## src/rtl/fp_mant_divsqrt.sv

```systemverilog
// Iterative mantissa divide / square-root engine, one result bit per clock.
// Produces a Q-bit fixed-point quotient or root plus a sticky bit for rounding.
module fp_mant_divsqrt #(
    parameter int WIDTH = 24,
    parameter int EXTRA = 2,
    parameter int TAG_W = 4
) (
    input  logic                   clock,
    input  logic                   reset,
    input  logic                   enable,
    input  logic                   kill,
    input  logic                   op,
    input  logic                   odd,
    input  logic [WIDTH-1:0]       a,
    input  logic [WIDTH-1:0]       b,
    input  logic [TAG_W-1:0]       tag_i,
    output logic                   busy,
    output logic                   ready,
    output logic [WIDTH+EXTRA-1:0] quotient,
    output logic                   sticky,
    output logic [TAG_W-1:0]       tag_o
);
    localparam int Q   = WIDTH + EXTRA;
    localparam int CW  = $clog2(Q);
    localparam int RW  = Q + 2;
    localparam int PAD = 2 * Q - WIDTH - 1;

    typedef enum logic [1:0] {
        IDLE = 2'd0,
        CALC = 2'd1,
        DONE = 2'd2
    } state_t;

    state_t           state_q, state_d;
    logic [CW-1:0]    cnt_q, cnt_d;
    logic             op_q, op_d;
    logic [TAG_W-1:0] tag_q, tag_d;
    logic [WIDTH-1:0] div_q, div_d;
    logic [RW-1:0]    rem_q, rem_d;
    logic [2*Q-1:0]   rad_q, rad_d;
    logic [Q-1:0]     root_q, root_d;
    logic [Q-1:0]     res_q, res_d;
    logic             sticky_q, sticky_d;
    logic [TAG_W-1:0] tago_q, tago_d;

    logic             accept;
    logic             last;
    logic [WIDTH:0]   x_ext;
    logic [RW-1:0]    div_ext;
    logic             d_ge;
    logic [RW-1:0]    d_sub;
    logic [RW-1:0]    d_rs;
    logic [RW-1:0]    s_cur;
    logic [RW-1:0]    s_trial;
    logic             s_ge;
    logic [RW-1:0]    s_sub;
    logic             unused_bits;

    assign accept  = enable && (state_q != CALC);
    assign last    = (state_q == CALC) && (cnt_q == '0);
    assign x_ext   = odd ? {a, 1'b0} : {1'b0, a};

    // Restoring divide step: compare, conditionally subtract, shift.
    assign div_ext = {{(RW - WIDTH){1'b0}}, div_q};
    assign d_ge    = rem_q >= div_ext;
    assign d_sub   = rem_q - div_ext;
    assign d_rs    = d_ge ? d_sub : rem_q;

    // Restoring sqrt step: bring down two radicand bits, trial = (root<<2)|01.
    assign s_cur   = {rem_q[Q-1:0], rad_q[2*Q-1 -: 2]};
    assign s_trial = {root_q, 2'b01};
    assign s_ge    = s_cur >= s_trial;
    assign s_sub   = s_cur - s_trial;

    assign unused_bits = d_rs[RW-1];

    always_ff @(posedge clock) begin
        if (reset) begin
            state_q  <= IDLE;
            cnt_q    <= '0;
            op_q     <= 1'b0;
            tag_q    <= '0;
            div_q    <= '0;
            rem_q    <= '0;
            rad_q    <= '0;
            root_q   <= '0;
            res_q    <= '0;
            sticky_q <= 1'b0;
            tago_q   <= '0;
        end else begin
            state_q  <= state_d;
            cnt_q    <= cnt_d;
            op_q     <= op_d;
            tag_q    <= tag_d;
            div_q    <= div_d;
            rem_q    <= rem_d;
            rad_q    <= rad_d;
            root_q   <= root_d;
            res_q    <= res_d;
            sticky_q <= sticky_d;
            tago_q   <= tago_d;
        end
    end

    always_comb begin
        state_d = state_q;
        unique case (state_q)
            IDLE: begin
                if (enable) state_d = CALC;
            end
            CALC: begin
                if (kill)             state_d = IDLE;
                else if (cnt_q == '0) state_d = DONE;
            end
            DONE: begin
                state_d = enable ? CALC : IDLE;
            end
            default: state_d = IDLE;
        endcase
    end

    always_comb begin
        cnt_d    = cnt_q;
        op_d     = op_q;
        tag_d    = tag_q;
        div_d    = div_q;
        rem_d    = rem_q;
        rad_d    = rad_q;
        root_d   = root_q;
        res_d    = res_q;
        sticky_d = sticky_q;
        tago_d   = tago_q;
        if (accept) begin
            op_d   = op;
            tag_d  = tag_i;
            div_d  = b;
            cnt_d  = CW'(Q - 1);
            root_d = '0;
            if (op) begin
                rem_d = '0;
                rad_d = {x_ext, {PAD{1'b0}}};
            end else begin
                rem_d = {{(RW - WIDTH){1'b0}}, a};
                rad_d = '0;
            end
        end else if (state_q == CALC) begin
            cnt_d = cnt_q - CW'(1);
            if (op_q) begin
                rem_d  = s_ge ? s_sub : s_cur;
                root_d = {root_q[Q-2:0], s_ge};
                rad_d  = {rad_q[2*Q-3:0], 2'b00};
            end else begin
                rem_d  = {d_rs[RW-2:0], 1'b0};
                root_d = {root_q[Q-2:0], d_ge};
            end
            // A kill on the final edge must leave the previous result intact.
            if (last && !kill) begin
                res_d    = root_d;
                sticky_d = |rem_d;
                tago_d   = tag_q;
            end
        end
    end

    always_comb begin
        busy  = (state_q == CALC);
        ready = (state_q == DONE);
    end

    assign quotient = res_q;
    assign sticky   = sticky_q;
    assign tag_o    = tago_q;

endmodule

```

## config.mk

```make
export PLATFORM = sky130hd
export DESIGN_NAME = fp_mant_divsqrt
export DESIGN_NICKNAME = d
export VERILOG_FILES = /design/src/rtl/fp_mant_divsqrt.sv
export SDC_FILE = /design/constraint.sdc
export NUM_CORES = 1
export LEC_CHECK = 0
export BUFFER_PORTS_ARGS = -buffer_cell sky130_fd_sc_hd__buf_4
export CORE_AREA = 5 5 194 140
export CTS_BUF_LIST = sky130_fd_sc_hd__clkbuf_8
export DETAILED_ROUTE_END_ITERATION = 7
export DIE_AREA = 0 0 199 145
export PLACE_DENSITY = 0.58
export SETUP_SLACK_MARGIN = 0.3
export SLEW_MARGIN = 20
export SYNTH_ARGS = -nofsm -noshare
export SYNTH_HDL_FRONTEND = slang
export SYNTH_SLANG_ARGS = --single-unit
```

## constraint.sdc

```tcl
create_clock -name clock -period 3.25 [get_ports clock]
set_clock_uncertainty 0.1 [all_clocks]
set_input_delay 0.65 -clock clock [delete_from_list [all_inputs] [get_ports clock]]
set_output_delay 0.65 -clock clock [all_outputs]
set_load 0.01 [all_outputs]
```

==> reports/results.tsv <==
stage	metric	value	unit
synthesis	most used flip-flop cell after synthesis	dfxtp_1	
hold_path	min-delay src	b[4]	
sta	Slew Viols, Final	0	
sta	Slew HR	0.4584	
worst_setup_path	startpoint types	flop	
worst_setup_path	cells along the critical path	inv_2, ha_4, fa_2, nand2b_4, a21oi_4, o21a_1, o211ai_1, buf_4, a31o_4, buf_4, a2111oi_4, mux2i_1, a222oi_1, nand4_1, nor4_2, a211oi_1	
worst_setup_path	crit-path max FO	4	
worst_setup_path	crit path DAT	3.82	ns
sta	period utilization	1.102	
drt	via count of the routed design	11453	
global_routing	GR Util All Layers	0.2620	
final_layout	most common cell after layout, fill and taps aside	buf_4	
sta	max frequency	0.2791	GHz
outcome	status	finished, violations left	
pwr	Clock power frac	0.152	
place	routability congestion estimate	0.9822	
clock_network	insertion delay to the later sink of the worst-skew pair	0.48	ns
sta	unrepaired setup endpoints after global routing	yes	
synthesis	Synthesis Warnings	0	
worst_setup_path	R2R cell count	16	
global_routing	GRT overflow	0	
global_routing	vias in the first global route	10647	
run	max-cap violation count	0	
worst_setup_path	Crit Reg-Reg Startpoint	rem_q[0]	
worst_setup_path	R2R setup slack	-0.33	ns
worst_setup_path	Setup crit end	sticky	
drt	DRT iter0 DRCs	1068	
global_routing	global-route wire length before repair	59.86	mm
synthesis	sequential fraction of the synthesis area	0.2977	
pwr	Final Total Pwr	9.135	mW
die	IO Pins	91	
synthesis	asr flop ratio synth	0	
sta	PnR worst setup slack	-0.3325	ns
worst_setup_path	CP Capture Type	flop	
synthesis	synthesized area	9819	sq um
clock_network	clk sink count	146	
die	Core Rows	49	
pwr	combinational share of power	0.629	
die	Die ar.	28860	sq um
clock_network	clk buf depth	2	
pwr	sw frac	0.4051	
drt	final wirelength	39.67	mm
sta	Period minus WS final	3.583	ns
synthesis	Yosys reg bits	146	
synthesis	syn nets	1469	
hold_path	Hold Crit Class	in -> reg	
synthesis	Synth Instances	1356	
drt	routed len/inst	19.17	um
clock_network	Root Buffer	clkbuf_8	
place	placed cell area	12880	sq um
sta	final hold violations	0	
final_layout	most frequent cells in the layout	buf_4 (400), nand2_1 (234), a21oi_1 (151)	
pwr	Static Leakage	6.238	nW
synthesis	number of synthesized flops with an enable pin	0	
pwr	Int Power	5.435	mW
worst_setup_path	WP buf/inv	3	
clock_network	Inserted Clock Buffers	17	
worst_setup_path	Crit path top cell by count	buf_4	
worst_setup_path	Top delay family on crit path	compound AO/OA/AOI/OAI gates	
die	Die X	199	um
final_layout	final core occ	0.5901	
pwr	Worst VDD drop	370.4	uV
die	Starting Density	0.3906	
clock_network	Worst-path clk slew	0.09	ns
worst_setup_path	CP Depth	16	
worst_setup_path	reg2reg end	sticky	
drt	antenna viol nets, final	0	
worst_setup_path	worst endpoint required time	3.49	ns
synthesis	synth unique cells	72	
drt	TritonRoute pass-1 iters	5	
pwr	Sequential Power Share	0.219	
outcome	violated checks	setup timing	
die	Die Y	145	um
die	core footprint	25140	sq um
pwr	NetSw	3.700	mW
final_layout	ANT cells	0	
final_layout	Syn-to-layout area delta	51.07	%
global_routing	initial antenna violation count	0	
worst_setup_path	max incr delay on CP	0.39	ns
place	I/O Buffers	90	
worst_setup_path	CP startpoint	rem_q[0]	
place	HPWL Detailed	29.36	mm
drt	DR DRC count	0	
worst_setup_path	Crit Path Class	reg -> reg	
sta	Worst Tran Pin Value	0.8070	ns
final_layout	finished layout cell area	14830	sq um
worst_setup_path	slowest stage cell, crit path	a222oi_1	
synthesis	Avg Inst Size Synth	7.241	sq um
global_routing	pin count of the biggest net entering global routing	79	
clock_network	CTS H-tree depth	4	
final_layout	Layout Nets	1839	
drt	via/cell ratio	5.536	
final_layout	share of cells above drive strength 1	0.3797	
sta	setup violators final	6	
pwr	pwr dens	615.8	nW/um^2
clock_network	CTS tree	built	
-- layer usage --
layer | wire length (um) | track usage | vias up
met4 | 1199 | 0.07997 | 0
li1 | - | - | 5564
met1 | 18830 | 0.3911 | 5433
met5 | 0 | 0 | -
met2 | 16310 | 0.3657 | 390
met3 | 3336 | 0.07022 | 66
-- state kept, by name (all words and copies together), names as in the netlist --
signal	count
cnt_q	5
div_q	24
root_q	26
tag_q	4
state_q	2
op_q	1
sticky	1
rad_q	25
quotient	26
rem_q	28
tag_o	4
-- layout make-up --
type,instances,area [sq um]
Timing Repair Buffer,438,3540
Fill cell,2353,10300
Clock inverter,13,113.9
Multi-Input combinational cell,1048,7272
Sequential cell,146,2965
Clock buffer,18,247.7
Tap cell,331,414.1
Inverter,75,281.5
-- Yosys cell counts (all sizes together) (24+ instances only) --
cell type,number,area (sq um)
xnor2,24,210.2
inv,75,281.5
a21oi,178,890.9
ha,54,675.7
nor2,122,457.9
o21ai,57,285.3
a221oi,46,402.9
nor3,49,256.5
dfxtp,146,2923
clkbuf,76,285.3
mux2i,42,420.4
a211oi,24,180.2
nand2,244,918.4
-- per-stage QoR --
stage / worst slack (ns) / hold slack [ns] / std cells / TNS, ns
floorplan: -0.1208 / 0.3320 / 1356 / -0.1208
global placement: -0.4454 / 0.3418 / 1986 / -1.420
detailed placement: -0.5686 / 0.3489 / 1986 / -2.042
CTS: -0.3355 / 0.2764 / 2038 / -0.7900
global route: -0.4481 / 0.2962 / 2069 / -1.849
finish: -0.3325 / 0.3000 / 2069 / -1.014
-- power by group through the flow --
| stage | clock network, mW | logic, mW | registers [mW] |
|---|---|---|---|
| after CTS | 1.42 | 4.76 | 1.99 |
| after detailed placement | 0 | 4.07 | 2.02 |
| after global placement | 0 | 4.08 | 2.02 |
| final | 1.39 | 5.74 | 2.00 |
| after global routing | 1.50 | 6.10 | 2.01 |
| after floorplan | 0 | 2.24 | 1.99 |
-- timing repair --
| item | CTS | global route |
|---|---|---|
| gates cloned | 0 | 3 |
| pin swaps | 39 | 58 |
| setup buffers | 21 | 28 |
| setup endpoints to repair | 31 | 31 |
| hold buffers | 0 | 0 |
| gates resized for setup | 135 | 130 |
-- worst register-to-register path, delay by kind of cell (launching register included) --
family	cells	cell delay (ns)
buf+inv	3	0.39
simple gates	3	0.54
flops	1	0.34
mux	1	0.15
fa+ha+maj	2	0.50
compound gates	7	1.45
-- logic make-up (layout without fill, tap and decap cells) --
| logic type | Yosys count | after routing | share of synthesized area |
|---|---|---|---|
| mux | 43 | 43 | 0.04434 |
| fa+ha+maj | 55 | 55 | 0.07085 |
| compound gates | 401 | 401 | 0.2616 |
| xor+xnor | 40 | 40 | 0.03568 |
| flops | 146 | 146 | 0.2977 |
| buf+inv | 162 | 544 | 0.06295 |
| simple gates | 509 | 509 | 0.2269 |
-- worst min-delay path by stage --
stage | to | depth (start not counted) | slack (ns)
6_report | div_q[4] | 3 | 0.30
4_1_cts | div_q[4] | 3 | 0.28
5_1_grt | tag_q[1] | 3 | 0.30
2_1_floorplan | rad_q[27] | 2 | 0.33
3_3_place_gp | rad_q[27] | 2 | 0.34
3_5_place_dp | quotient[21] | 2 | 0.35
(Power assumes the default switching activity.)
